**config.mk**
```make
export PLATFORM = sky130hd
export DESIGN_NAME = wb_ledpwm_flat
export DESIGN_NICKNAME = d
export VERILOG_FILES = /design/src/rtl/wb_ledpwm_pkg.sv /design/src/rtl/wb_ledpwm_if.sv /design/src/rtl/wb_ledpwm_chan.sv /design/src/rtl/wb_ledpwm.sv /design/src/flat_wrapper.sv
export SDC_FILE = /design/constraint.sdc
export NUM_CORES = 1
export LEC_CHECK = 0
export BUFFER_PORTS_ARGS = -buffer_cell sky130_fd_sc_hd__buf_2
export CAP_MARGIN = 20
export CORE_MARGIN = 3
export CORE_UTILIZATION = 41
export DETAILED_ROUTE_END_ITERATION = 10
export PLACE_DENSITY = 0.64
export SKIP_CTS_REPAIR_TIMING = 1
export SLEW_MARGIN = 10
export SYNTH_ARGS = -nofsm -noshare
export SYNTH_HDL_FRONTEND = slang
export SYNTH_SLANG_ARGS = --single-unit
```
**constraint.sdc**
```tcl
create_clock -name clk -period 20.9 [get_ports clk]
set_input_delay 4.18 -clock clk [delete_from_list [all_inputs] [get_ports clk]]
set_output_delay 4.18 -clock clk [all_outputs]
set_load 0.05 [all_outputs]
```
**src/rtl/wb_ledpwm_pkg.sv**
```systemverilog
// wb_ledpwm_pkg: register map and channel mode encodings
// shared by the wb_ledpwm top level and its channel slices
package wb_ledpwm_pkg;

  localparam logic [7:0] OFF_PRESC     = 8'h00;
  localparam logic [7:0] OFF_STATUS    = 8'h04;
  localparam logic [7:0] OFF_IRQ_EN    = 8'h08;
  localparam logic [7:0] OFF_CH_BASE   = 8'h10;
  localparam logic [7:0] OFF_CH_STRIDE = 8'h10;

  localparam logic [3:0] OFF_MODE   = 4'h0;
  localparam logic [3:0] OFF_PERIOD = 4'h4;
  localparam logic [3:0] OFF_DUTY   = 4'h8;
  localparam logic [3:0] OFF_COUNT  = 4'hC;

  typedef enum logic [1:0] {
    MODE_OFF   = 2'b00,
    MODE_ON    = 2'b01,
    MODE_PWM   = 2'b10,
    MODE_BLINK = 2'b11
  } mode_e;

  function automatic logic mode_runs(mode_e m);
    return (m == MODE_PWM) || (m == MODE_BLINK);
  endfunction

endpackage

```
**src/rtl/wb_ledpwm_if.sv**
```systemverilog
// wb_ledpwm_if: Wishbone classic slave bundle for wb_ledpwm
// master drives the request, slave returns data and ack
interface wb_ledpwm_if;
  logic [31:0] adr;
  logic [31:0] wdat;
  logic [31:0] rdat;
  logic [3:0]  sel;
  logic        stb;
  logic        cyc;
  logic        we;
  logic        ack;

  modport master (
    output adr, wdat, sel, stb, cyc, we,
    input  rdat, ack
  );

  modport slave (
    input  adr, wdat, sel, stb, cyc, we,
    output rdat, ack
  );
endinterface

```
**src/rtl/wb_ledpwm_chan.sv**
```systemverilog
// wb_ledpwm_chan: one LED channel (mode, count, phase, compare)
// WB_LEDPWM_SHADOW_EN: PERIOD/DUTY land in shadows until next wrap
module wb_ledpwm_chan
  import wb_ledpwm_pkg::*;
#(
  parameter int CNT_W = 16
) (
  input  logic             clk,
  input  logic             reset,
  input  logic             tick,
  input  logic             mode_wr,
  input  logic             period_wr,
  input  logic             duty_wr,
  input  logic [CNT_W-1:0] wdat,
  output mode_e            mode,
  output logic [CNT_W-1:0] period_rd,
  output logic [CNT_W-1:0] duty_rd,
  output logic [CNT_W-1:0] count,
  output logic             wrap,
  output logic             active
);

  logic [CNT_W-1:0] period;
  logic [CNT_W-1:0] duty;
  logic             phase;
  logic             runs;

  assign runs = mode_runs(mode);
  // >= so a shortened PERIOD wraps on the very next tick
  assign wrap = tick & runs & ~mode_wr & (count >= period);

  always_ff @(posedge clk or posedge reset) begin
    if (reset) begin
      mode  <= MODE_OFF;
      count <= '0;
      phase <= 1'b0;
    end else if (mode_wr) begin
      mode  <= mode_e'(wdat[1:0]);
      count <= '0;
      phase <= 1'b1;
    end else if (wrap) begin
      count <= '0;
      phase <= ~phase;
    end else if (tick && runs) begin
      count <= count + 1'b1;
    end
  end

`ifdef WB_LEDPWM_SHADOW_EN
  logic [CNT_W-1:0] period_sh;
  logic [CNT_W-1:0] duty_sh;
  logic [CNT_W-1:0] period_nx;
  logic [CNT_W-1:0] duty_nx;

  assign period_nx = period_wr ? wdat : period_sh;
  assign duty_nx   = duty_wr ? wdat : duty_sh;

  always_ff @(posedge clk or posedge reset) begin
    if (reset) begin
      period_sh <= '0;
      duty_sh   <= '0;
      period    <= '0;
      duty      <= '0;
    end else begin
      period_sh <= period_nx;
      duty_sh   <= duty_nx;
      if (!runs || wrap) begin
        period <= period_nx;
        duty   <= duty_nx;
      end
    end
  end

  assign period_rd = period_sh;
  assign duty_rd   = duty_sh;
`else
  always_ff @(posedge clk or posedge reset) begin
    if (reset) begin
      period <= '0;
      duty   <= '0;
    end else begin
      if (period_wr) period <= wdat;
      if (duty_wr)   duty   <= wdat;
    end
  end

  assign period_rd = period;
  assign duty_rd   = duty;
`endif

  always_comb begin
    active = 1'b0;
    unique case (mode)
      MODE_ON:    active = 1'b1;
      MODE_PWM:   active = count < duty;
      MODE_BLINK: active = phase;
      default:    active = 1'b0;
    endcase
  end

endmodule

```
**src/rtl/wb_ledpwm.sv**
```systemverilog
// wb_ledpwm: Wishbone LED/PWM controller with CHANNELS channels
// WB_LEDPWM_SHADOW_EN: PERIOD/DUTY double-buffered until the next wrap
module wb_ledpwm
  import wb_ledpwm_pkg::*;
#(
  parameter int CHANNELS   = 4,
  parameter int CNT_W      = 16,
  parameter int PRESC_W    = 16,
  parameter bit ACTIVE_LOW = 1'b1
) (
  input  logic                clk,
  input  logic                reset,
  wb_ledpwm_if.slave          wb,
  output logic [CHANNELS-1:0] led_o,
  output logic                intr
);

  logic [7:0]          a;
  logic [7:0]          ch_off;
  logic [3:0]          ch_idx;
  logic [3:0]          ch_reg;
  logic                req;
  logic                wr;
  logic                ch_hit;
  logic                ch_wr;
  logic                tick;
  logic [PRESC_W-1:0]  presc;
  logic [PRESC_W-1:0]  presc_cnt;
  logic [CHANNELS-1:0] status;
  logic [CHANNELS-1:0] irq_en;
  logic [CHANNELS-1:0] w1c;
  logic [CHANNELS-1:0] wrap;
  logic [CHANNELS-1:0] active;
  logic [31:0]         rdata;
  logic [31:0]         ch_rd [16];
  logic                unused_bits;

  assign a       = {wb.adr[7:2], 2'b00};
  assign ch_off  = a - OFF_CH_BASE;
  assign ch_idx  = ch_off[7:4];
  assign ch_reg  = a[3:0];
  assign req     = wb.stb & wb.cyc & ~wb.ack;
  assign wr      = req & wb.we;
  assign ch_hit  = (a >= OFF_CH_BASE) && ({4'd0, ch_idx} < 8'(CHANNELS));
  assign ch_wr   = wr & ch_hit;
  assign tick    = presc_cnt >= presc;
  assign w1c     = (wr && a == OFF_STATUS) ? wb.wdat[CHANNELS-1:0] : '0;
  assign intr    = |(status & irq_en);
  assign unused_bits = ^{wb.sel, wb.adr[31:8], wb.adr[1:0], wb.wdat};

  for (genvar n = 0; n < 16; n++) begin : g_ch
    if (n < CHANNELS) begin : g_on
      logic             hit;
      mode_e            mode;
      logic [CNT_W-1:0] per;
      logic [CNT_W-1:0] duty;
      logic [CNT_W-1:0] cnt;

      assign hit = ch_wr && (ch_idx == 4'(n));

      wb_ledpwm_chan #(.CNT_W(CNT_W)) u_chan (
        .clk       (clk),
        .reset     (reset),
        .tick      (tick),
        .mode_wr   (hit && ch_reg == OFF_MODE),
        .period_wr (hit && ch_reg == OFF_PERIOD),
        .duty_wr   (hit && ch_reg == OFF_DUTY),
        .wdat      (wb.wdat[CNT_W-1:0]),
        .mode      (mode),
        .period_rd (per),
        .duty_rd   (duty),
        .count     (cnt),
        .wrap      (wrap[n]),
        .active    (active[n])
      );

      assign ch_rd[n] =
        (ch_reg == OFF_MODE)   ? 32'(mode) :
        (ch_reg == OFF_PERIOD) ? 32'(per)  :
        (ch_reg == OFF_DUTY)   ? 32'(duty) :
                                 32'(cnt);
    end else begin : g_off
      assign ch_rd[n] = '0;
    end
  end

  always_comb begin
    rdata = '0;
    unique case (1'b1)
      a == OFF_PRESC:  rdata = 32'(presc);
      a == OFF_STATUS: rdata = 32'(status);
      a == OFF_IRQ_EN: rdata = 32'(irq_en);
      ch_hit:          rdata = ch_rd[ch_idx];
      default:         rdata = '0;
    endcase
  end

  // a wrap wins over a W1C to the same STATUS bit
  always_ff @(posedge clk or posedge reset) begin
    if (reset) begin
      wb.ack    <= 1'b0;
      wb.rdat   <= '0;
      presc     <= '0;
      presc_cnt <= '0;
      irq_en    <= '0;
      status    <= '0;
      led_o     <= {CHANNELS{ACTIVE_LOW}};
    end else begin
      wb.ack <= req;
      if (req) wb.rdat <= rdata;
      if (wr && a == OFF_PRESC)  presc  <= wb.wdat[PRESC_W-1:0];
      if (wr && a == OFF_IRQ_EN) irq_en <= wb.wdat[CHANNELS-1:0];
      status    <= (status & ~w1c) | wrap;
      presc_cnt <= tick ? '0 : presc_cnt + 1'b1;
      led_o     <= active ^ {CHANNELS{ACTIVE_LOW}};
    end
  end

endmodule

```
**src/flat_wrapper.sv**
```systemverilog
// flat-port wrapper written by rule: the top's interface ports become plain ports
module wb_ledpwm_flat import wb_ledpwm_pkg::*;
#(
  parameter int CHANNELS   = 4,
  parameter int CNT_W      = 16,
  parameter int PRESC_W    = 16,
  parameter bit ACTIVE_LOW = 1'b1
)
  (clk, reset, led_o, intr, wb_adr, wb_wdat, wb_sel, wb_stb, wb_cyc, wb_we, wb_rdat, wb_ack);
  wb_ledpwm_if wb_i ();
  input  logic clk;
  input  logic reset;
  output logic [CHANNELS-1:0] led_o;
  output logic intr;
  input wire logic [$bits(wb_i.adr)-1:0] wb_adr;
  input wire logic [$bits(wb_i.wdat)-1:0] wb_wdat;
  input wire logic [$bits(wb_i.sel)-1:0] wb_sel;
  input wire logic [$bits(wb_i.stb)-1:0] wb_stb;
  input wire logic [$bits(wb_i.cyc)-1:0] wb_cyc;
  input wire logic [$bits(wb_i.we)-1:0] wb_we;
  output wire logic [$bits(wb_i.rdat)-1:0] wb_rdat;
  output wire logic [$bits(wb_i.ack)-1:0] wb_ack;
  assign wb_i.adr = wb_adr;
  assign wb_i.wdat = wb_wdat;
  assign wb_i.sel = wb_sel;
  assign wb_i.stb = wb_stb;
  assign wb_i.cyc = wb_cyc;
  assign wb_i.we = wb_we;
  assign wb_rdat = wb_i.rdat;
  assign wb_ack = wb_i.ack;
  wb_ledpwm #(.CHANNELS(CHANNELS), .CNT_W(CNT_W), .PRESC_W(PRESC_W), .ACTIVE_LOW(ACTIVE_LOW)) u_core (.clk(clk), .reset(reset), .wb(wb_i), .led_o(led_o), .intr(intr));
endmodule
```
==> impl_results.rst <==
.. list-table::
   :header-rows: 1

   * - Metric
     - Value
   * - Result of the run
     - finished, final reports clean
   * - Number of buffers created by CTS
     - 31
   * - Number of sinks handled by clock tree synthesis
     - 265
   * - Die W
     - ~210 um
   * - Kind of end point of the critical path
     - flip-flop
   * - Wire length per cell
     - about 22 um
   * - Final Max Slew Viols
     - 0
   * - Final period utilization
     - between 30% and 40%
   * - Buffer type at the clock tree root
     - sky130_fd_sc_hd__clkbuf_16
   * - Vias per std cell
     - 6.07
   * - Final Hold Fails
     - 0
   * - Netlist area before placement
     - 17,200 um^2
   * - Utilization after layout
     - 45.8%
   * - Remaining number of nets flagged by the antenna check after routing
     - 0
   * - Worst setup path category
     - input port to flip-flop
   * - Initial Util
     - about two fifths
   * - Slew Limit Headroom
     - between 20% and 30%
   * - Share of final-layout standard cells stronger than drive strength 1
     - 17.3%
   * - Core Box Area
     - 41,100 um^2
   * - Final HPWL from detailed placement
     - about 36,000 um
   * - Antenna fix cells
     - 0
   * - Path depth of the worst reg2reg path
     - 5
   * - Fin cells
     - 2,339
   * - Number of violations of the max-capacitance limit
     - 0
   * - Unique masters post-synth
     - 68
   * - Full die area
     - roughly 44,000 um^2
   * - FMAX
     - 0.134 GHz
   * - Share of async-settable or async-resettable flops after synthesis
     - between 90% and 100%
   * - Remaining DRCs
     - 0
   * - Final critical-path required period
     - 7.44 ns
   * - Setup WS pre-CTS
     - approximately 13 ns
   * - Maximum buffer depth of the clock tree
     - 3
   * - Die boundary height
     - between 200 and 250 um
   * - Category of the worst setup path launch point
     - input port
   * - Worst IR Drop VDD
     - ~0.065 mV
   * - Count of TritonRoute iterations in the first routing pass
     - 6
   * - Cell count after synthesis
     - 1,773
   * - RSZ-0062 raised after global routing
     - false
   * - H-tree depth reported by CTS
     - 1
   * - Cell count after placement
     - about 2,300
   * - Setup TNS Final
     - 0 ns
   * - Final nets
     - around 2,000
   * - Share of the yosys chip area belonging to registers
     - 38.6%
   * - Number of antenna violations at the first check in global routing
     - 2
   * - Largest net degree at the start of global routing
     - 135
   * - Worst-Skew Late Latency
     - 0.58 ns
   * - Clock-pin slew reported for the worst setup and hold paths after clock tree synthesis
     - approximately 0.060 ns
   * - Worst min path class
     - flip-flop to flip-flop
   * - YS warnings
     - 0
   * - Worst Path Required
     - 21.36 ns
   * - Fraction of synthesized cell area taken by the top area cell type
     - a little under two fifths
   * - Final weighted congestion in routability-driven placement
     - 0.923
   * - Tot GR Track Use
     - between 20% and 30%
   * - Dominant synthesized flop cell
     - sky130_fd_sc_hd__dfrtp_1
   * - Overflow left after global routing
     - 0
   * - FF+latch count, synth
     - 265
   * - Leak Pwr
     - around 8.6 nW
   * - Setup Skew
     - ~0.026 ns
   * - Synth Area per Inst
     - between 9 and 10 um^2
   * - Slew @ Worst Pin
     - between 1 and 1.5 ns
   * - Iteration-0 DRC count of the detailed router
     - 1,411
   * - Final setup violation count
     - 0
   * - Number of enable flip-flop cells after synthesis
     - 0
   * - Vias
     - about 14,000
   * - Number of global-route vias before repair
     - 13,500
   * - Hold Path Stages
     - 1
   * - Power density over cell area
     - 84.9 nW/um^2
   * - First-pass GRT wire length
     - just under 80,000 um
   * - Area contributors post-synth
     - sky130_fd_sc_hd__dfrtp_1 (38%), sky130_fd_sc_hd__ha_1 (11%), sky130_fd_sc_hd__mux2_2 (10%)
   * - Arr. time, crit path
     - just under 8 ns
   * - Layout filler cell count
     - roughly 3,900
   * - TritonCTS clock tree
     - yes
   * - Area Growth Syn to Fin
     - 9.50%
   * - Total wirelength of the detailed-routed design
     - 51,700 um
   * - Number of cell rows
     - 74
   * - Count of port buffers added during placement
     - between 40 and 50
   * - Least setup slack across all paths after layout
     - between 10 and 15 ns
   * - Total chip power
     - about 1.6 mW
   * - Post-synthesis cell type with the largest combined area
     - sky130_fd_sc_hd__dfrtp_1
   * - Max Fanout on Critical Path
     - 17
   * - I/O pin total
     - ~110
worst paths after layout:
check | start | to | slack [ns]
setup / recovery | wb_adr[4] | u_core.presc[9] | 13.46
hold / removal | u_core.g_ch[0].g_on.u_chan.period_rd[2] | u_core.g_ch[0].g_on.u_chan.period_rd[2] | 0.50
setup reg to reg | u_core.wb.ack | u_core.presc[9] | 17.11
hold reg to reg | u_core.g_ch[0].g_on.u_chan.period_rd[2] | u_core.g_ch[0].g_on.u_chan.period_rd[2] | 0.50
max in group asynchronous | reset | u_core.g_ch[1].g_on.u_chan.period_rd[9] | 15.65
min in group asynchronous | reset | u_core.presc_cnt[15] | 3.77
report_power, final:
part	switching (mW)	internal [mW]
Combinational	0.303	0.150
Clock	0.223	0.319
Sequential	0.0466	0.557
final cells by class:
| type | count | area [um^2] | area share (%) |
|---|---|---|---|
| Multi-Input combinational cell | 1259 | 9490 | 50.4 |
| Sequential cell | 265 | 6640 | 35.2 |
| Clock buffer | 47 | 936 | 4.97 |
| Tap cell | 532 | 666 | 3.54 |
| Inverter | 159 | 604 | 3.21 |
| Timing Repair Buffer | 66 | 409 | 2.17 |
| Clock inverter | 11 | 86.3 | 0.459 |
per-stage QoR:
stage	hold WS, ns	cell area (um^2)
2_1_floorplan	0.468	17300
3_3_place_gp	0.487	17800
3_5_place_dp	0.494	17800
4_1_cts	0.507	18800
5_1_grt	0.510	18800
6_report	0.505	18800
cells in the final DEF (no fill, tap or decap), types with 47 or more instances in the layout:
| cell type | Yosys | final |
|---|---|---|
| sky130_fd_sc_hd__ha_1 | 149 | 149 |
| sky130_fd_sc_hd__nor2_1 | 99 | 99 |
| sky130_fd_sc_hd__a21oi_1 | 100 | 100 |
| sky130_fd_sc_hd__nand3_1 | 48 | 48 |
| sky130_fd_sc_hd__dfrtp_1 | 261 | 261 |
| sky130_fd_sc_hd__inv_1 | 159 | 158 |
| sky130_fd_sc_hd__o21ai_0 | 97 | 96 |
| sky130_fd_sc_hd__nand2_1 | 105 | 105 |
| sky130_fd_sc_hd__buf_2 | 13 | 47 |
| sky130_fd_sc_hd__mux2_2 | 158 | 158 |
synthesized netlist by cell type (6+ instances only):
cell and n:
sky130_fd_sc_hd__xnor2_1 11, sky130_fd_sc_hd__and4_1 13, sky130_fd_sc_hd__nand3_1 48, sky130_fd_sc_hd__o21ai_0 97
sky130_fd_sc_hd__mux2i_1 32, sky130_fd_sc_hd__a22oi_1 18, sky130_fd_sc_hd__or4b_2 16, sky130_fd_sc_hd__mux2_2 158
sky130_fd_sc_hd__mux4_2 7, sky130_fd_sc_hd__inv_1 159, sky130_fd_sc_hd__a222oi_1 6, sky130_fd_sc_hd__clkbuf_1 62
sky130_fd_sc_hd__nor3b_1 8, sky130_fd_sc_hd__a221o_1 6, sky130_fd_sc_hd__a211oi_1 37, sky130_fd_sc_hd__buf_6 6
sky130_fd_sc_hd__nor3_1 23, sky130_fd_sc_hd__o31ai_1 14, sky130_fd_sc_hd__or4_1 23, sky130_fd_sc_hd__nor2_1 99
sky130_fd_sc_hd__and2_1 6, sky130_fd_sc_hd__o211ai_1 28, sky130_fd_sc_hd__nor2b_1 17, sky130_fd_sc_hd__nand2_1 105
sky130_fd_sc_hd__nor4_1 6, sky130_fd_sc_hd__nand2b_1 12, sky130_fd_sc_hd__and3_1 24, sky130_fd_sc_hd__nand4b_1 9
sky130_fd_sc_hd__o22ai_1 19, sky130_fd_sc_hd__a221oi_1 20, sky130_fd_sc_hd__ha_1 149, sky130_fd_sc_hd__dfrtp_1 261
sky130_fd_sc_hd__nand4_1 23, sky130_fd_sc_hd__o21ai_1 23, sky130_fd_sc_hd__a21oi_1 100, sky130_fd_sc_hd__buf_4 19
sky130_fd_sc_hd__or3_1 11, sky130_fd_sc_hd__a21o_1 25, sky130_fd_sc_hd__buf_2 13
routing by layer:
metal	share of wire, %	vias to the layer above	GRT usage [%]
met5	0.025	-	0
met4	4.0	2	8.24
met3	7.8	107	4.19
met2	45	573	36.4
met1	43	7028	31.4
li1	-	6489	-
worst max-delay path, cell delays in order:
cell,delay (ns)
sky130_fd_sc_hd__buf_2,0.13
sky130_fd_sc_hd__inv_1,0.53
sky130_fd_sc_hd__ha_1,0.40
sky130_fd_sc_hd__nor2b_1,0.23
sky130_fd_sc_hd__nor3b_1,0.67
sky130_fd_sc_hd__and2_0,0.67
sky130_fd_sc_hd__nand2_1,0.63
sky130_fd_sc_hd__mux2_2,0.46
registers in the layout, indices dropped and copies added, names as in the netlist, 8 cells and up:
name and flops:
u_core.g_ch.g_on.u_chan.mode 8, u_core.presc 16, u_core.wb.rdat 16, u_core.g_ch.g_on.u_chan.count 64, u_core.presc_cnt 16, u_core.g_ch.g_on.u_chan.duty_rd 64
u_core.g_ch.g_on.u_chan.period_rd 64
kinds of logic (layout without fill, tap and decap cells):
family / count (synthesis) / count (layout) / synth area share, %
AND/OR/NAND/NOR: 459 / 459 / 14.4
AO/OA/AOI/OAI: 422 / 422 / 15.7
flip-flops: 265 / 265 / 38.6
buffers and inverters: 264 / 283 / 6.53
multiplexers: 197 / 197 / 13.1
adder cells (fa/ha/maj): 149 / 149 / 10.8
XOR/XNOR: 16 / 16 / 0.815
other: 1 / 16 / 0.0218
No activity file was read; power rests on OpenSTA's default activity.
